<file path="config.mk">
export PLATFORM = sky130hd
export DESIGN_NAME = ide_pio_ctrl_flat
export DESIGN_NICKNAME = d
export VERILOG_FILES = /design/src/rtl/ide_pkg.sv /design/src/rtl/ide_pio_ctrl_if.sv /design/src/rtl/ide_timer.sv /design/src/rtl/ide_pio_ctrl.sv /design/src/flat_wrapper.sv
export SDC_FILE = /design/constraint.sdc
export NUM_CORES = 1
export LEC_CHECK = 0
export BUFFER_PORTS_ARGS = -buffer_cell sky130_fd_sc_hd__buf_4
export CAP_MARGIN = 20
export CORE_MARGIN = 3
export CORE_UTILIZATION = 53
export CTS_CLUSTER_SIZE = 14
export DETAILED_ROUTE_END_ITERATION = 7
export GPL_TIMING_DRIVEN = 0
export PLACE_DENSITY = 0.79
export SLEW_MARGIN = 20
export SYNTH_ARGS = -nofsm -noshare
export SYNTH_HDL_FRONTEND = slang
export SYNTH_SLANG_ARGS = --single-unit
</file>
<file path="constraint.sdc">
create_clock -name CPUCLK -period 2.47 [get_ports CPUCLK]
set_clock_uncertainty 0.2 [all_clocks]
set_input_delay 0.6175 -clock CPUCLK [delete_from_list [all_inputs] [get_ports CPUCLK]]
set_output_delay 0.6175 -clock CPUCLK [all_outputs]
set_load 0.005 [all_outputs]
</file>
<file path="src/rtl/ide_pkg.sv">
// Shared types and default timing for the 68000-to-ATA PIO bus controller.
package ide_pkg;

  typedef enum logic [2:0] {
    ST_IDLE,
    ST_SETUP,
    ST_STROBE,
    ST_ACK,
    ST_ERR,
    ST_RECOVER
  } ide_state_e;

  // A[4] picks the register block: 0 = command block (CS0), 1 = control block (CS1).
  typedef enum logic {
    CS_SEL0 = 1'b0,
    CS_SEL1 = 1'b1
  } cs_sel_e;

  localparam logic [19:0] DEF_BASE_ADDR   = 20'h80040;
  localparam int          DEF_SETUP_CYC   = 2;
  localparam int          DEF_STROBE_CYC  = 4;
  localparam int          DEF_RECOVER_CYC = 3;
  localparam int          DEF_IORDY_TMO   = 255;
  localparam logic [2:0]  DEF_IRQ_LEVEL   = 3'd6;

  function automatic int cnt_width(input int a, input int b, input int c, input int d);
    int m;
    m = a;
    if (b > m) m = b;
    if (c > m) m = c;
    if (d > m) m = d;
    return $clog2(m + 1);
  endfunction

endpackage

</file>
<file path="src/rtl/ide_pio_ctrl_if.sv">
// CPU-side and IDE-side signal bundle of the PIO controller.
interface ide_pio_ctrl_if;
  logic [19:1] A;
  logic [2:0]  FC;
  logic        IOSEL_n;
  logic        AS_n;
  logic        UDS_n;
  logic        LDS_n;
  logic        RW;
  logic        IORDY;
  logic        IDECS0_n;
  logic        IDECS1_n;
  logic [2:0]  IDEDA;
  logic        IDERD_n;
  logic        IDEWR_n;
  logic        IDEBUFH_n;
  logic        IDEBUFL_n;
  logic        DTACK_n;
  logic        DTACK_OE;
  logic        BERR_n;
  logic        VPA_n;

  modport master (
    output A, FC, IOSEL_n, AS_n, UDS_n, LDS_n, RW, IORDY,
    input  IDECS0_n, IDECS1_n, IDEDA, IDERD_n, IDEWR_n, IDEBUFH_n, IDEBUFL_n,
           DTACK_n, DTACK_OE, BERR_n, VPA_n
  );

  modport slave (
    input  A, FC, IOSEL_n, AS_n, UDS_n, LDS_n, RW, IORDY,
    output IDECS0_n, IDECS1_n, IDEDA, IDERD_n, IDEWR_n, IDEBUFH_n, IDEBUFL_n,
           DTACK_n, DTACK_OE, BERR_n, VPA_n
  );
endinterface

</file>
<file path="src/rtl/ide_timer.sv">
// Loadable down-counter with zero flag; holds at zero instead of wrapping.
module ide_timer #(
  parameter int W = 8
) (
  input  logic         clk,
  input  logic         rst,
  input  logic         load,
  input  logic [W-1:0] load_val,
  input  logic         dec,
  output logic         zero
);

  logic [W-1:0] cnt;

  always_ff @(posedge clk or posedge rst) begin
    if (rst) begin
      cnt <= '0;
    end else if (load) begin
      cnt <= load_val;
    end else if (dec && (cnt != '0)) begin
      cnt <= cnt - 1'b1;
    end
  end

  assign zero = (cnt == '0);

endmodule

</file>
<file path="src/rtl/ide_pio_ctrl.sv">
// ATA PIO-mode cycle generator between the 68000 bus and the IDE port,
// with IORDY wait/timeout, DTACK/BERR generation and one autovectored IRQ level.
module ide_pio_ctrl
  import ide_pkg::*;
#(
  parameter logic [19:0] BASE_ADDR   = DEF_BASE_ADDR,
  parameter int          SETUP_CYC   = DEF_SETUP_CYC,
  parameter int          STROBE_CYC  = DEF_STROBE_CYC,
  parameter int          RECOVER_CYC = DEF_RECOVER_CYC,
  parameter int          IORDY_TMO   = DEF_IORDY_TMO,
  parameter logic [2:0]  IRQ_LEVEL   = DEF_IRQ_LEVEL
) (
  input logic           CPUCLK,
  input logic           RESET,
  ide_pio_ctrl_if.slave bus
);

  localparam int CNT_W = cnt_width(SETUP_CYC, STROBE_CYC, RECOVER_CYC, IORDY_TMO);
  localparam logic [CNT_W-1:0] SETUP_LD   = CNT_W'(SETUP_CYC - 1);
  localparam logic [CNT_W-1:0] STROBE_LD  = CNT_W'(STROBE_CYC - 1);
  localparam logic [CNT_W-1:0] RECOVER_LD = CNT_W'(RECOVER_CYC - 1);
  localparam logic [CNT_W-1:0] WAIT_LAST  = CNT_W'(IORDY_TMO - 1);

  ide_state_e       state, state_nx;
  cs_sel_e          cs_sel;
  logic [2:0]       da_q;
  logic             rw_q, lane_h_q, lane_l_q;
  logic             cs_act_q, cs_act_nx;
  logic             strobe_q, strobe_nx;
  logic             dtack_q, dtack_nx;
  logic             dtack_oe_q, dtack_oe_nx;
  logic             berr_q, berr_nx;
  logic             cap;
  logic             cnt_load, cnt_dec, cnt_zero;
  logic [CNT_W-1:0] cnt_val;
  logic [CNT_W-1:0] wcnt;
  logic             wcnt_clr, wcnt_inc;
  logic             sel, req;

  assign sel = (bus.FC != 3'b111) && !bus.IOSEL_n && (bus.A[19:5] == BASE_ADDR[19:5]);
  assign req = sel && !bus.AS_n && (!bus.UDS_n || !bus.LDS_n);

  ide_timer #(.W(CNT_W)) u_cnt (
    .clk      (CPUCLK),
    .rst      (RESET),
    .load     (cnt_load),
    .load_val (cnt_val),
    .dec      (cnt_dec),
    .zero     (cnt_zero)
  );

  always_ff @(posedge CPUCLK or posedge RESET) begin
    if (RESET) begin
      state      <= ST_IDLE;
      cs_act_q   <= 1'b0;
      strobe_q   <= 1'b0;
      dtack_q    <= 1'b0;
      dtack_oe_q <= 1'b0;
      berr_q     <= 1'b0;
      cs_sel     <= CS_SEL0;
      da_q       <= '0;
      rw_q       <= 1'b1;
      lane_h_q   <= 1'b0;
      lane_l_q   <= 1'b0;
      wcnt       <= '0;
    end else begin
      state      <= state_nx;
      cs_act_q   <= cs_act_nx;
      strobe_q   <= strobe_nx;
      dtack_q    <= dtack_nx;
      dtack_oe_q <= dtack_oe_nx;
      berr_q     <= berr_nx;
      if (cap) begin
        cs_sel   <= cs_sel_e'(bus.A[4]);
        da_q     <= bus.A[3:1];
        rw_q     <= bus.RW;
        lane_h_q <= !bus.UDS_n;
        lane_l_q <= !bus.LDS_n;
      end
      if (wcnt_clr) begin
        wcnt <= '0;
      end else if (wcnt_inc && (wcnt != WAIT_LAST)) begin
        wcnt <= wcnt + 1'b1;
      end
    end
  end

  always_comb begin
    state_nx    = state;
    cs_act_nx   = cs_act_q;
    strobe_nx   = strobe_q;
    dtack_nx    = dtack_q;
    dtack_oe_nx = dtack_oe_q;
    berr_nx     = berr_q;
    cap         = 1'b0;
    cnt_load    = 1'b0;
    cnt_val     = '0;
    cnt_dec     = 1'b0;
    wcnt_clr    = 1'b0;
    wcnt_inc    = 1'b0;

    case (state)
      ST_IDLE: begin
        if (req) begin
          cap       = 1'b1;
          cs_act_nx = 1'b1;
          cnt_load  = 1'b1;
          cnt_val   = SETUP_LD;
          state_nx  = ST_SETUP;
        end
      end
      ST_SETUP: begin
        if (bus.AS_n) begin
          cnt_load = 1'b1;
          cnt_val  = RECOVER_LD;
          state_nx = ST_RECOVER;
        end else if (cnt_zero) begin
          strobe_nx = 1'b1;
          cnt_load  = 1'b1;
          cnt_val   = STROBE_LD;
          wcnt_clr  = 1'b1;
          state_nx  = ST_STROBE;
        end else begin
          cnt_dec = 1'b1;
        end
      end
      ST_STROBE: begin
        // An aborted CPU cycle wins over completion on the same edge.
        if (bus.AS_n) begin
          strobe_nx = 1'b0;
          cnt_load  = 1'b1;
          cnt_val   = RECOVER_LD;
          state_nx  = ST_RECOVER;
        end else if (!cnt_zero) begin
          cnt_dec = 1'b1;
        end else if (bus.IORDY) begin
          dtack_nx    = 1'b1;
          dtack_oe_nx = 1'b1;
          state_nx    = ST_ACK;
        end else if (wcnt == WAIT_LAST) begin
          strobe_nx = 1'b0;
          berr_nx   = 1'b1;
          state_nx  = ST_ERR;
        end else begin
          wcnt_inc = 1'b1;
        end
      end
      ST_ACK: begin
        // DTACK is driven high for one cycle before the driver is released.
        if (bus.AS_n) begin
          strobe_nx = 1'b0;
          dtack_nx  = 1'b0;
          cnt_load  = 1'b1;
          cnt_val   = RECOVER_LD;
          state_nx  = ST_RECOVER;
        end
      end
      ST_ERR: begin
        if (bus.AS_n) begin
          berr_nx  = 1'b0;
          cnt_load = 1'b1;
          cnt_val  = RECOVER_LD;
          state_nx = ST_RECOVER;
        end
      end
      ST_RECOVER: begin
        dtack_oe_nx = 1'b0;
        if (cnt_zero) begin
          cs_act_nx = 1'b0;
          state_nx  = ST_IDLE;
        end else begin
          cnt_dec = 1'b1;
        end
      end
      default: begin
        state_nx = ST_IDLE;
      end
    endcase
  end

  assign bus.IDECS0_n  = !(cs_act_q && (cs_sel == CS_SEL0));
  assign bus.IDECS1_n  = !(cs_act_q && (cs_sel == CS_SEL1));
  assign bus.IDEDA     = da_q;
  assign bus.IDERD_n   = !(strobe_q && rw_q);
  assign bus.IDEWR_n   = !(strobe_q && !rw_q);
  assign bus.IDEBUFH_n = !(strobe_q && lane_h_q);
  assign bus.IDEBUFL_n = !(strobe_q && lane_l_q);
  assign bus.DTACK_n   = !dtack_q;
  assign bus.DTACK_OE  = dtack_oe_q;
  assign bus.BERR_n    = !berr_q;
  assign bus.VPA_n     = !((bus.FC == 3'b111) && !bus.AS_n && (bus.A[3:1] == IRQ_LEVEL));

endmodule

</file>
<file path="src/flat_wrapper.sv">
// flat-port wrapper written by rule: the top's interface ports become plain ports
module ide_pio_ctrl_flat import ide_pkg::*;
#(
  parameter logic [19:0] BASE_ADDR   = DEF_BASE_ADDR,
  parameter int          SETUP_CYC   = DEF_SETUP_CYC,
  parameter int          STROBE_CYC  = DEF_STROBE_CYC,
  parameter int          RECOVER_CYC = DEF_RECOVER_CYC,
  parameter int          IORDY_TMO   = DEF_IORDY_TMO,
  parameter logic [2:0]  IRQ_LEVEL   = DEF_IRQ_LEVEL
)
  (CPUCLK, RESET, bus_A, bus_FC, bus_IOSEL_n, bus_AS_n, bus_UDS_n, bus_LDS_n, bus_RW, bus_IORDY, bus_IDECS0_n, bus_IDECS1_n, bus_IDEDA, bus_IDERD_n, bus_IDEWR_n, bus_IDEBUFH_n, bus_IDEBUFL_n, bus_DTACK_n, bus_DTACK_OE, bus_BERR_n, bus_VPA_n);
  ide_pio_ctrl_if bus_i ();
  input logic CPUCLK;
  input logic RESET;
  input wire logic [$bits(bus_i.A)-1:0] bus_A;
  input wire logic [$bits(bus_i.FC)-1:0] bus_FC;
  input wire logic [$bits(bus_i.IOSEL_n)-1:0] bus_IOSEL_n;
  input wire logic [$bits(bus_i.AS_n)-1:0] bus_AS_n;
  input wire logic [$bits(bus_i.UDS_n)-1:0] bus_UDS_n;
  input wire logic [$bits(bus_i.LDS_n)-1:0] bus_LDS_n;
  input wire logic [$bits(bus_i.RW)-1:0] bus_RW;
  input wire logic [$bits(bus_i.IORDY)-1:0] bus_IORDY;
  output wire logic [$bits(bus_i.IDECS0_n)-1:0] bus_IDECS0_n;
  output wire logic [$bits(bus_i.IDECS1_n)-1:0] bus_IDECS1_n;
  output wire logic [$bits(bus_i.IDEDA)-1:0] bus_IDEDA;
  output wire logic [$bits(bus_i.IDERD_n)-1:0] bus_IDERD_n;
  output wire logic [$bits(bus_i.IDEWR_n)-1:0] bus_IDEWR_n;
  output wire logic [$bits(bus_i.IDEBUFH_n)-1:0] bus_IDEBUFH_n;
  output wire logic [$bits(bus_i.IDEBUFL_n)-1:0] bus_IDEBUFL_n;
  output wire logic [$bits(bus_i.DTACK_n)-1:0] bus_DTACK_n;
  output wire logic [$bits(bus_i.DTACK_OE)-1:0] bus_DTACK_OE;
  output wire logic [$bits(bus_i.BERR_n)-1:0] bus_BERR_n;
  output wire logic [$bits(bus_i.VPA_n)-1:0] bus_VPA_n;
  assign bus_i.A = bus_A;
  assign bus_i.FC = bus_FC;
  assign bus_i.IOSEL_n = bus_IOSEL_n;
  assign bus_i.AS_n = bus_AS_n;
  assign bus_i.UDS_n = bus_UDS_n;
  assign bus_i.LDS_n = bus_LDS_n;
  assign bus_i.RW = bus_RW;
  assign bus_i.IORDY = bus_IORDY;
  assign bus_IDECS0_n = bus_i.IDECS0_n;
  assign bus_IDECS1_n = bus_i.IDECS1_n;
  assign bus_IDEDA = bus_i.IDEDA;
  assign bus_IDERD_n = bus_i.IDERD_n;
  assign bus_IDEWR_n = bus_i.IDEWR_n;
  assign bus_IDEBUFH_n = bus_i.IDEBUFH_n;
  assign bus_IDEBUFL_n = bus_i.IDEBUFL_n;
  assign bus_DTACK_n = bus_i.DTACK_n;
  assign bus_DTACK_OE = bus_i.DTACK_OE;
  assign bus_BERR_n = bus_i.BERR_n;
  assign bus_VPA_n = bus_i.VPA_n;
  ide_pio_ctrl #(.BASE_ADDR(BASE_ADDR), .SETUP_CYC(SETUP_CYC), .STROBE_CYC(STROBE_CYC), .RECOVER_CYC(RECOVER_CYC), .IORDY_TMO(IORDY_TMO), .IRQ_LEVEL(IRQ_LEVEL)) u_core (.CPUCLK(CPUCLK), .RESET(RESET), .bus(bus_i));
endmodule
</file>
# Word-level counts from Yosys, hierarchy flattened
# Index checks and enable logic that the tools add are counted.
# op_classes
add_sub_neg	2
n_mul	0
n_div	0
order_cmp	0
n_eq_ne	28
n_shift	0
n_mux	56
bitwise_logic	1
reduce_logical	48
# op_table
operator	count
$mux 8	5
$mux 1	31
$mux 3	9
$pmux 8 s3	1
$eq 15x15->1 const B	1
$pmux 3 s5	1
$logic_and 1x1->1	14
$logic_not 1->1	14
$eq 3x3->1 const B	4
$ne 2x1->1 const B	6
$ne 2x2->1 const B	6
$reduce_and 6->1	2
$reduce_bool 2->1	6
$pmux 1 s2	5
$ne 3x2->1 const B	3
$add 8x1->8 const B	1
$eq 8x8->1 const B	1
$logic_not 8->1	1
$ne 8x8->1 const B	1
$reduce_bool 8->1	1
$sub 8x1->8 const B	1
$reduce_and 7->1	1
$eq 3x2->1 const B	2
$ne 3x3->1 const B	2
other kinds (13)	16
# word_totals
reg_bits	31
latch_bits	0
ramBits	0
romBits	0
input_bits	30
output_inout_bits	13
wordCells	148
mem_count	0

# Longest topological paths before layout
# Gate-level depths: netlist of run 1.
# logic_depth
word_depth	9
depth_mapped	8
ltp_nobuf	7

# Cells and area by module
# From an unflattened synthesis of run 1, not the netlist that was laid out.
# hier_totals
cells_unflattened	216
area_unflattened_um2	1924.3
# by_module_without_submodules
mod	n_inst	cells_each	area_each_um2	seq_area_each_um2
ide_pio_ctrl	1	152	1375.1	576.8
ide_timer	1	64	549.3	200.2

# Least setup slack after synthesis of run 1
# OpenSTA, ideal clock, no wires.
# synth_path
path_type	input to register
from	input port bus_A[7]
to	register u_core.da_q[0] (netlist: u_core.bus.IDEDA[0])
setup_ps	125
arrival_ps	2027
required_time_ps	2145
slack_ps	118
cell_stages	4
path_buffers	0
path_cell_list	nor4b_1 > nand4_1 > nor4_4 > mux2_2
# synth_between
elab_chain_len	6
# synth_lines
item	line	text
start, declared	flat_wrapper.sv:15	input wire logic [$bits(bus_i.A)-1:0] bus_A;
$eq 15x15->1	ide_pio_ctrl.sv:40	assign sel = (bus.FC != 3'b111) && !bus.IOSEL_n && (bus.A[19:5] == BASE_ADDR[19:5]);
$logic_and 1x1->1	ide_pio_ctrl.sv:40	
$logic_and 1x1->1 (2 in a row)	ide_pio_ctrl.sv:41	assign req = sel && !bus.AS_n && (!bus.UDS_n || !bus.LDS_n);
$mux 1	ide_pio_ctrl.sv:104	if (req) begin
$mux 1	ide_pio_ctrl.sv:102	case (state)
end signal, assigned	ide_pio_ctrl.sv:75	da_q <= bus.A[3:1];
end, declared	ide_pio_ctrl.sv:26	logic [2:0] da_q;
# No other way between the ends.
# A chain may end at the register's enable or synchronous reset.

# Worst setup path after layout of run 1
# layout_path
from	input port bus_AS_n
to	output port bus_VPA_n
# layout_between
elab_chain_len	4
# layout_lines
item	line	text
start, declared	flat_wrapper.sv:18	input wire logic [$bits(bus_i.AS_n)-1:0] bus_AS_n;
$logic_not 1->1	ide_pio_ctrl.sv:191	assign bus.VPA_n = !((bus.FC == 3'b111) && !bus.AS_n && (bus.A[3:1] == IRQ_LEVEL));
$logic_and 1x1->1 (2 in a row)	ide_pio_ctrl.sv:191	
$logic_not 1->1	ide_pio_ctrl.sv:191	
end, declared	flat_wrapper.sv:33	output wire logic [$bits(bus_i.VPA_n)-1:0] bus_VPA_n;
# No other way between the ends.

==> results.toml, run 1 <==
[routing]
wl_met1_mm = 1.95
first_iter_violations = 119
post_drt_wl_per_cell_um = 14.5
top_layer = "met4"
wl_mm = 4.21
drcViolationCount = 0
wl_met2_mm = 1.92
met3_length_um = 290
vias = 1633
drt_pass1_iterations = 4
drt-vias-per-instance = 5.61
ant_nets = 0

[place]
gp_congestion = 0.863
dp_cells = 280
dp_slack_ps = -291
place_hpwl_mm = 3.02
port_buffers = 42

[die]
core_area_mm2 = 0.00310
rows = 20
start_util_pct = 56.9
dieArea_mm2 = 0.00406
die_h_um = 63.7
chipWidth_um = 63.7
num_io_pins = 43

[yosys]
yosysMostFrequentCell = "dfrtp_1"
synth_area_mm2 = 0.00177
syn_inst = 194
ys_types = 42
yosys-top-cells-area = "dfrtp_1 43%, nor2_1 5.1%, mux2_2 3.8%"
synth_flop_cell = "dfrtp_1"
ys_async_sr_fraction_pct = 100
synth.ff_latch_count = 31
netlist.area_leader.share_pct = 42.5
synth_top_area_cell = "dfrtp_1"
synth-edff-count = 0
seq_area_frac_synth_pct = 44.0
synth_commonest_cells = "30 x dfrtp_1, 24 x nor2_1, 14 x nand2_1"
synthesis.nets = 227
yosys_warnings = 0
syn_avg_cell_area_um2 = 9.10

[cells_and_area]
antennaDiodeCount = 0
stdcell_count = 291
layout-drive-gt1-share_pct = 27.9
area_growth_pct = 27.4
fin_nets = 279
fill_cells = 270

[clocking]
clock_sinks = 31
clk_pin_slew_ps = 90
cts_root_buf = "clkbuf_4"
numCtsBuffers = 5
tritoncts = "built"
clock_latency_ps = 340
cts_max_level = 2
clockBufferDepth = 2

[worst_setup_path]
required_ps = 1650
critPathCaptureType = "output pin"
cp.arrival_ps = 1580
startpoint_type = "primary input"
worstSetupPathType = "in -> out"
critPathMaxFanout = 10
rrSetupSlack_ps = 130

[sta]
hold_violations = 0
setup_viol = 0
fmax_mhz = 416
timing.final.crit_share_pct = 97.2
maxSlewHeadroom_pct = 58.7
rsz0062_at_grt = "false"
setup_ws_ps = 68.1
worst_pin_slew_ps = 619
slew_viol_final = 0
layout_min_cycle_time_ps = 2400

[grt]
antenna_found_initial = 0
grt_pass1_wl_mm = 6.83
grt_pass1_vias = 1497
grt_overflow = 0
grt_max_degree = 32
track_usage_pct = 21.3

[min_path]
hp-class = "in -> async"

[job]
cap_violations = 0

[power]
leakage_nw = 1.04
power.density_mw_per_mm2 = 842
peakVddDrop_v = 0.000650

[run_status]
outcome = "finished clean"
## cell usage in the layout, fill, tap and decap left out, drive strengths merged, types with 3 or more instances in the layout
cell,Yosys,final
buf,2,47
dfrtp,30,30
nor2,24,24
nand2,14,14
clkbuf,6,13
inv,11,11
o21ai,11,11
nand3,10,10
nor4,9,9
nor3,8,8
xnor2,7,7
nand4,6,6
mux2,6,6
xor2,6,6
nand2b,5,5
a31oi,4,4
and3,3,3
a21oi,3,3
ha,3,3
## worst max-delay path, stage by stage
cell      delay, ps
buf_4           120
clkbuf_2        180
or4_1           520
buf_4           150
## power breakdown
part / total (W) / internal (W) / switching, W
clock network: 0.000341 / 0.000166 / 0.000175
logic: 0.000837 / 0.000349 / 0.000489
registers: 0.000716 / 0.000604 / 0.000113
total: 0.00189 / 0.00112 / 0.000776
## metrics by stage
step	setup TNS, ps	utilization (%)	hold slack (ps)	instance area [um2]	power, W
2_1_floorplan	0	-	273	1770	0.00127
3_3_place_gp	-1920	68.8	283	2140	0.00149
3_5_place_dp	-2740	68.8	299	2140	0.00152
4_1_cts	0	71.2	185	2210	0.00186
5_1_grt	0	72.5	202	2250	0.00203
6_report	0	72.5	159	2250	0.00189
## layout make-up
type                            instances  area [um2]  area share, %
Multi-Input combinational cell        144         932           41.4
Buffer                                  8        33.8           1.50
Sequential cell                        31         777           34.5
Inverter                               11        41.3           1.84
Timing Repair Buffer                   45         338           15.0
Clock inverter                          1        7.51          0.334
Tap cell                               44        55.1           2.45
Clock buffer                            7        65.1           2.89
## worst paths after layout
| check | to | start | depth (start not counted) |
|---|---|---|---|
| worst max-delay path | bus_VPA_n | bus_AS_n | 4 |
| worst min-delay path | u_core.u_cnt.cnt[0] | RESET | 2 |
| worst max register to register | u_core.wcnt[7] | u_core.state[2] | 7 |
| worst min register to register | u_core.cs_act_q | u_core.cs_act_q | 1 |
| max in group asynchronous | u_core.u_cnt.cnt[7] | RESET | 2 |
| min in group CPUCLK | u_core.lane_h_q | bus_UDS_n | 2 |
## registers in the layout (all words and copies together) (netlist names), 3 cells and up
register          flops
u_core.bus.IDEDA      3
u_core.state          3
u_core.u_cnt.cnt      8
u_core.wcnt           8
## cell families after synthesis
logic type	count (synthesis)	synth area share, %
and+or+nand+nor	87	25.9
AOI/OAI and AO/OA	33	12.4
DFF	31	44.0
buffers and inverters	19	4.18
xor gates and xnor gates	13	6.45
muxes	8	4.96
adders and majority gates	3	2.13
## layer usage
layer  GRT usage, %  vias up
met5              0        -
met1           28.3      766
met2           34.3       65
met4           5.66        0
li1               -      796
met3           5.88        6
## repair_timing
item                                   in CTS  in global routing
gates resized for setup                     0                  5
pin swaps                                   1                  1
hold buffers                                0                  0
setup endpoints to repair                   4                 14
endpoints found under the hold margin       0                  0
setup buffers                               0                  3
(Power assumes the default switching activity.)
==> run 2: changes to the inputs <==
==> constraint.sdc (replaced) <==
create_clock -name CPUCLK -period 2.57 [get_ports CPUCLK]
set_clock_uncertainty 0.2 [all_clocks]
set_input_delay 0.6425 -clock CPUCLK [delete_from_list [all_inputs] [get_ports CPUCLK]]
set_output_delay 0.6425 -clock CPUCLK [all_outputs]
set_load 0.005 [all_outputs]
==> run 2 against run 1 <==
Against the previous run:
- global-route usage unchanged
- non-clock buffer count unchanged
- critical path depth unchanged
- cell area down 0.61%
- worst hold slack better by 31 ps
- sequential cell count unchanged
- die area unchanged
- combinational power down 6.3%
- largest cell class unchanged
- largest power group unchanged
==> results.toml, run 2 (synthesized netlist as in run 1, its figures left out) <==
[cells_and_area]
layout_commonest_cell = "buf_4"
design_area_mm2 = 0.00224
multiInputGateArea_um2 = 920
antennaDiodeCount = 0
mostFrequentLayoutCells = "45 x buf_4, 30 x dfrtp_1, 24 x nor2_1"
fill_cells = 271
area_growth_pct = 26.6
layout-drive-gt1-share_pct = 26.7
fin_nets = 279
top_regs = "u_core.u_cnt.cnt x8, u_core.wcnt x8"
regArea_um2 = 777

[place]
dp_slack_ps = -216
gp_congestion = 0.863
port_buffers = 42
place_area_mm2 = 0.00214
place_hpwl_mm = 3.02

[sta]
layout_min_cycle_time_ps = 2500
maxSlewHeadroom_pct = 58.5
rsz0062_at_grt = "false"
hold_violations = 0
timing.final.crit_share_pct = 97.3
setup_viol = 0
fmax_mhz = 400
worst_pin_slew_ps = 621
slew_viol_final = 0
setup_ws_ps = 69.3
fin_tns_setup_ps = 0
timing.hold.ws_ps = 191

[worst_setup_path]
slowest_delay_ps = 540
cp.arrival_ps = 1660
critPathMaxFanout = 10
crit_top_cell = "buf_4"
cpMaxStageDelayCell = "or4_1"
startpoint_type = "primary input"
critPathCaptureType = "output pin"
crit_chain = "buf_4 -> clkbuf_1 -> or4_1 -> buf_4"
required_ps = 1730
worstSetupPathType = "in -> out"

[routing]
vias = 1614
drt-vias-per-instance = 5.55
post_drt_wl_per_cell_um = 14.1
drcViolationCount = 0
wl_mm = 4.11
first_iter_violations = 101
ant_nets = 0
drt_pass1_iterations = 4

[run_status]
outcome = "finished clean"

[clocking]
clockBufferDepth = 2
clock_sinks = 31
cts_max_level = 2
tritoncts = "built"
cts_root_buf = "clkbuf_4"
clk_pin_slew_ps = 100
numCtsBuffers = 5
clock_latency_ps = 330

[grt]
antenna_found_initial = 0
grt_pass1_vias = 1501
track_usage_pct = 21.3
grt_pass1_wl_mm = 6.83
grt_overflow = 0
grt_max_degree = 32

[min_path]
hp-class = "in -> async"

[die]
num_io_pins = 43
dieArea_mm2 = 0.00406
die_h_um = 63.7
core_area_mm2 = 0.00310
rows = 20
start_util_pct = 56.9
chipWidth_um = 63.7

[power]
power.density_mw_per_mm2 = 803
finalPower_w = 0.00179
peakVddDrop_v = 0.000611
leakage_nw = 1.03

[job]
cap_violations = 0
[run 2: cell counts in the layout (fill, tap and decap cells not counted)]
No cell type changed its count.
[run 2: critical path: cells and delay by family]
family                 cells  cell delay [ps]
buffers and inverters      3              480
and+or+nand+nor            1              540
[run 2: area by class of cell]
type	count	area share (%)
multi-input cells	144	41.1
flip-flops and latches	31	34.8
repair buffers	45	15.1
clock buffers	7	2.91
well taps	44	2.46
inverters	11	1.85
plain buffers	8	1.45
clock inverters	1	0.336
[run 2: report_power, final]
| part | total (W) | internal, W | switching (W) | leakage (nW) |
|---|---|---|---|---|
| logic | 0.000784 | 0.000326 | 0.000458 | 0.598 |
| registers | 0.000685 | 0.000580 | 0.000105 | 0.399 |
| clock network | 0.000326 | 0.000160 | 0.000166 | 0.0375 |
| total | 0.00179 | 0.00107 | 0.000729 | 1.03 |
[run 2: stage by stage]
stage	utilization, %	cells
after global placement	68.8	280
after floorplan	-	194
final	72.1	291
after CTS	71.2	288
after detailed placement	68.8	280
after global routing	72.1	291
[run 2: path summary, 6_finish.rpt]
| path | startpoint | to | slack (ps) | depth (start not counted) |
|---|---|---|---|---|
| max in group asynchronous | RESET | u_core.state[1] | 1570 | 2 |
| hold reg to reg | u_core.cs_act_q | u_core.cs_act_q | 310 | 1 |
| min in group CPUCLK | bus_UDS_n | u_core.lane_h_q | 290 | 2 |
| hold / removal | RESET | u_core.u_cnt.cnt[0] | 190 | 2 |
| setup / recovery | bus_AS_n | bus_VPA_n | 70 | 4 |
| setup reg to reg | u_core.u_cnt.cnt[2] | u_core.u_cnt.cnt[6] | 110 | 5 |
[run 2: what timing repair did]
item,CTS,global route
setup endpoints to repair,0,11
hold endpoints to repair,0,0
buffers inserted,0,3
hold buffers,0,0
resized for setup,0,1
[run 2: per-layer routing]
layer  routed length (um)  GRT usage (%)
met3                  262           5.88
met2                 1910           34.3
met1                 1910           28.3
met4                   38           5.66
met5                    0              0
==> run 3: changes to the inputs <==
--- a/config.mk
+++ b/config.mk
@@ -5,14 +5,14 @@
 export SDC_FILE = /design/constraint.sdc
 export NUM_CORES = 1
 export LEC_CHECK = 0
-export BUFFER_PORTS_ARGS = -buffer_cell sky130_fd_sc_hd__buf_4
 export CAP_MARGIN = 20
 export CORE_MARGIN = 3
-export CORE_UTILIZATION = 53
+export CORE_UTILIZATION = 55
 export CTS_CLUSTER_SIZE = 14
 export DETAILED_ROUTE_END_ITERATION = 7
+export DONT_BUFFER_PORTS = 1
 export GPL_TIMING_DRIVEN = 0
-export PLACE_DENSITY = 0.79
+export PLACE_DENSITY = 0.7
 export SLEW_MARGIN = 20
 export SYNTH_ARGS = -nofsm -noshare
 export SYNTH_HDL_FRONTEND = slang
==> run 3 against run 2 <==
Against the previous run:
- wire length decreased by 8.6%
- global-route usage decreased by 1.4 points
- utilization is 7.2 points lower
- critical path type is now reg -> reg
- via count fell by 8.7%
- cell count shrank 16%
- non-clock buffer count fell by 45
- register-to-register slack better by 80 ps
- critical path depth increased by 1
- largest power group unchanged
- worst hold slack got worse by 120 ps
==> results.toml, run 3 (synthesized netlist as in run 1, its figures left out) <==
[die]
dieArea_mm2 = 0.00393
die_h_um = 62.7
core_area_mm2 = 0.00290
chipWidth_um = 62.7
start_util_pct = 60.9
num_io_pins = 43
rows = 19

[place]
port_buffers = 0
place_hpwl_mm = 2.80
gp_congestion = 0.911
dp_cells = 236

[sta]
slew_viol_final = 0
worst_pin_slew_ps = 661
timing.final.crit_share_pct = 92.6
fin_tns_setup_ps = 0
timing.hold.ws_ps = 66.9
layout_min_cycle_time_ps = 2380
rsz0062_at_grt = "false"
maxSlewHeadroom_pct = 55.6
setup_viol = 0
fmax_mhz = 420
hold_violations = 0

[worst_setup_path]
crit_chain = "nor4_1 -> nand3_1 -> nand2_1 -> mux2_2 -> o21ai_1"
critPathMaxFanout = 9
cpMaxStageDelayCell = "nor4_1"
cpLargestDelayFamily = "simple AND/OR/NAND/NOR gates"
worstSetupPathType = "reg -> reg"
slowest_delay_ps = 450
startpoint_type = "flip-flop"
cp-startpoint = "u_core.u_cnt.cnt[2]"
required_ps = 2610
critPathCapture = "u_core.u_cnt.cnt[1]"
cp.arrival_ps = 2420
rrSetupSlack_ps = 190
worst-path-buf-inv = 0
r2r-end = "u_core.u_cnt.cnt[1]"
cp.depth = 5
critPathCaptureType = "flip-flop"
r2r_start = "u_core.u_cnt.cnt[2]"
r2r_cells = 5

[clocking]
cts_root_buf = "clkbuf_4"
clock_sinks = 31
hold_buffers = 0
numCtsBuffers = 5
clockBufferDepth = 2
tritoncts = "built"
cts_max_level = 2
clock_latency_ps = 320
clk_pin_slew_ps = 110

[routing]
post_drt_wl_per_cell_um = 15.4
drcViolationCount = 0
vias = 1474
first_iter_violations = 141
wl_mm = 3.76
drt_pass1_iterations = 4
ant_nets = 0
drt-vias-per-instance = 6.04

[cells_and_area]
layout_commonest_cell = "dfrtp_1"
stdcell_count = 244
fill_cells = 254
fin_nets = 234
layout-drive-gt1-share_pct = 9.90
top_regs = "u_core.u_cnt.cnt x8, u_core.wcnt x8"
area_growth_pct = 6.52
antennaDiodeCount = 0
post-route-util_pct = 64.8
mostFrequentLayoutCells = "30 x dfrtp_1, 24 x nor2_1, 14 x nand2_1"

[power]
finalPower_w = 0.00167
leakage_nw = 0.811
peakVddDrop_v = 0.000745
power.density_mw_per_mm2 = 885

[grt]
grt_overflow = 0
track_usage_pct = 19.9
antenna_found_initial = 0
grt_max_degree = 32
grt_pass1_vias = 1417
grt_pass1_wl_mm = 6.36

[run_status]
outcome = "finished clean"

[min_path]
hp-class = "in -> async"

[job]
cap_violations = 0
run 3: final cells by class:
type	count	area, um2	area share (%)
multi-input cells	144	927	49.3
flip-flops and latches	31	777	41.3
well taps	42	52.6	2.79
clock buffers	7	45.0	2.40
inverters	11	41.3	2.20
plain buffers	8	32.5	1.73
clock inverters	1	5.00	0.266
run 3: through the flow:
step,setup slack [ps],area (um2)
CTS,113,1870
finish,190,1880
global placement,12.4,1820
global route,53.6,1880
detailed placement,-41.0,1820
floorplan,193,1770
run 3: what timing repair did:
item,in CTS,in global routing
setup endpoints to repair,0,8
setup buffers,0,0
gates resized for setup,0,2
run 3: worst min path at each step:
stage                                endpoint  slack [ps]
after floorplan               u_core.cs_act_q         270
after global placement        u_core.cs_act_q         290
after detailed placement      u_core.cs_act_q         300
after CTS                 u_core.bus.IDEDA[1]         100
after global routing           u_core.wcnt[7]         120
final                         u_core.lane_h_q          70
run 3: where the power goes:
part           internal, W  leakage [nW]  switching (W)  total, W
Sequential        0.000580         0.399      0.0000961  0.000676
Combinational     0.000271         0.383       0.000449  0.000720
Clock             0.000107        0.0293       0.000162  0.000269
run 3: per-layer routing:
layer	vias to the layer above	GRT usage, %	wire [um]	share of wire (%)
met1	710	26.1	1680	45
met3	6	4.86	211	5.6
met2	52	32.9	1820	48
met5	-	0	0	0
met4	0	5.51	50	1.3
li1	706	-	-	-
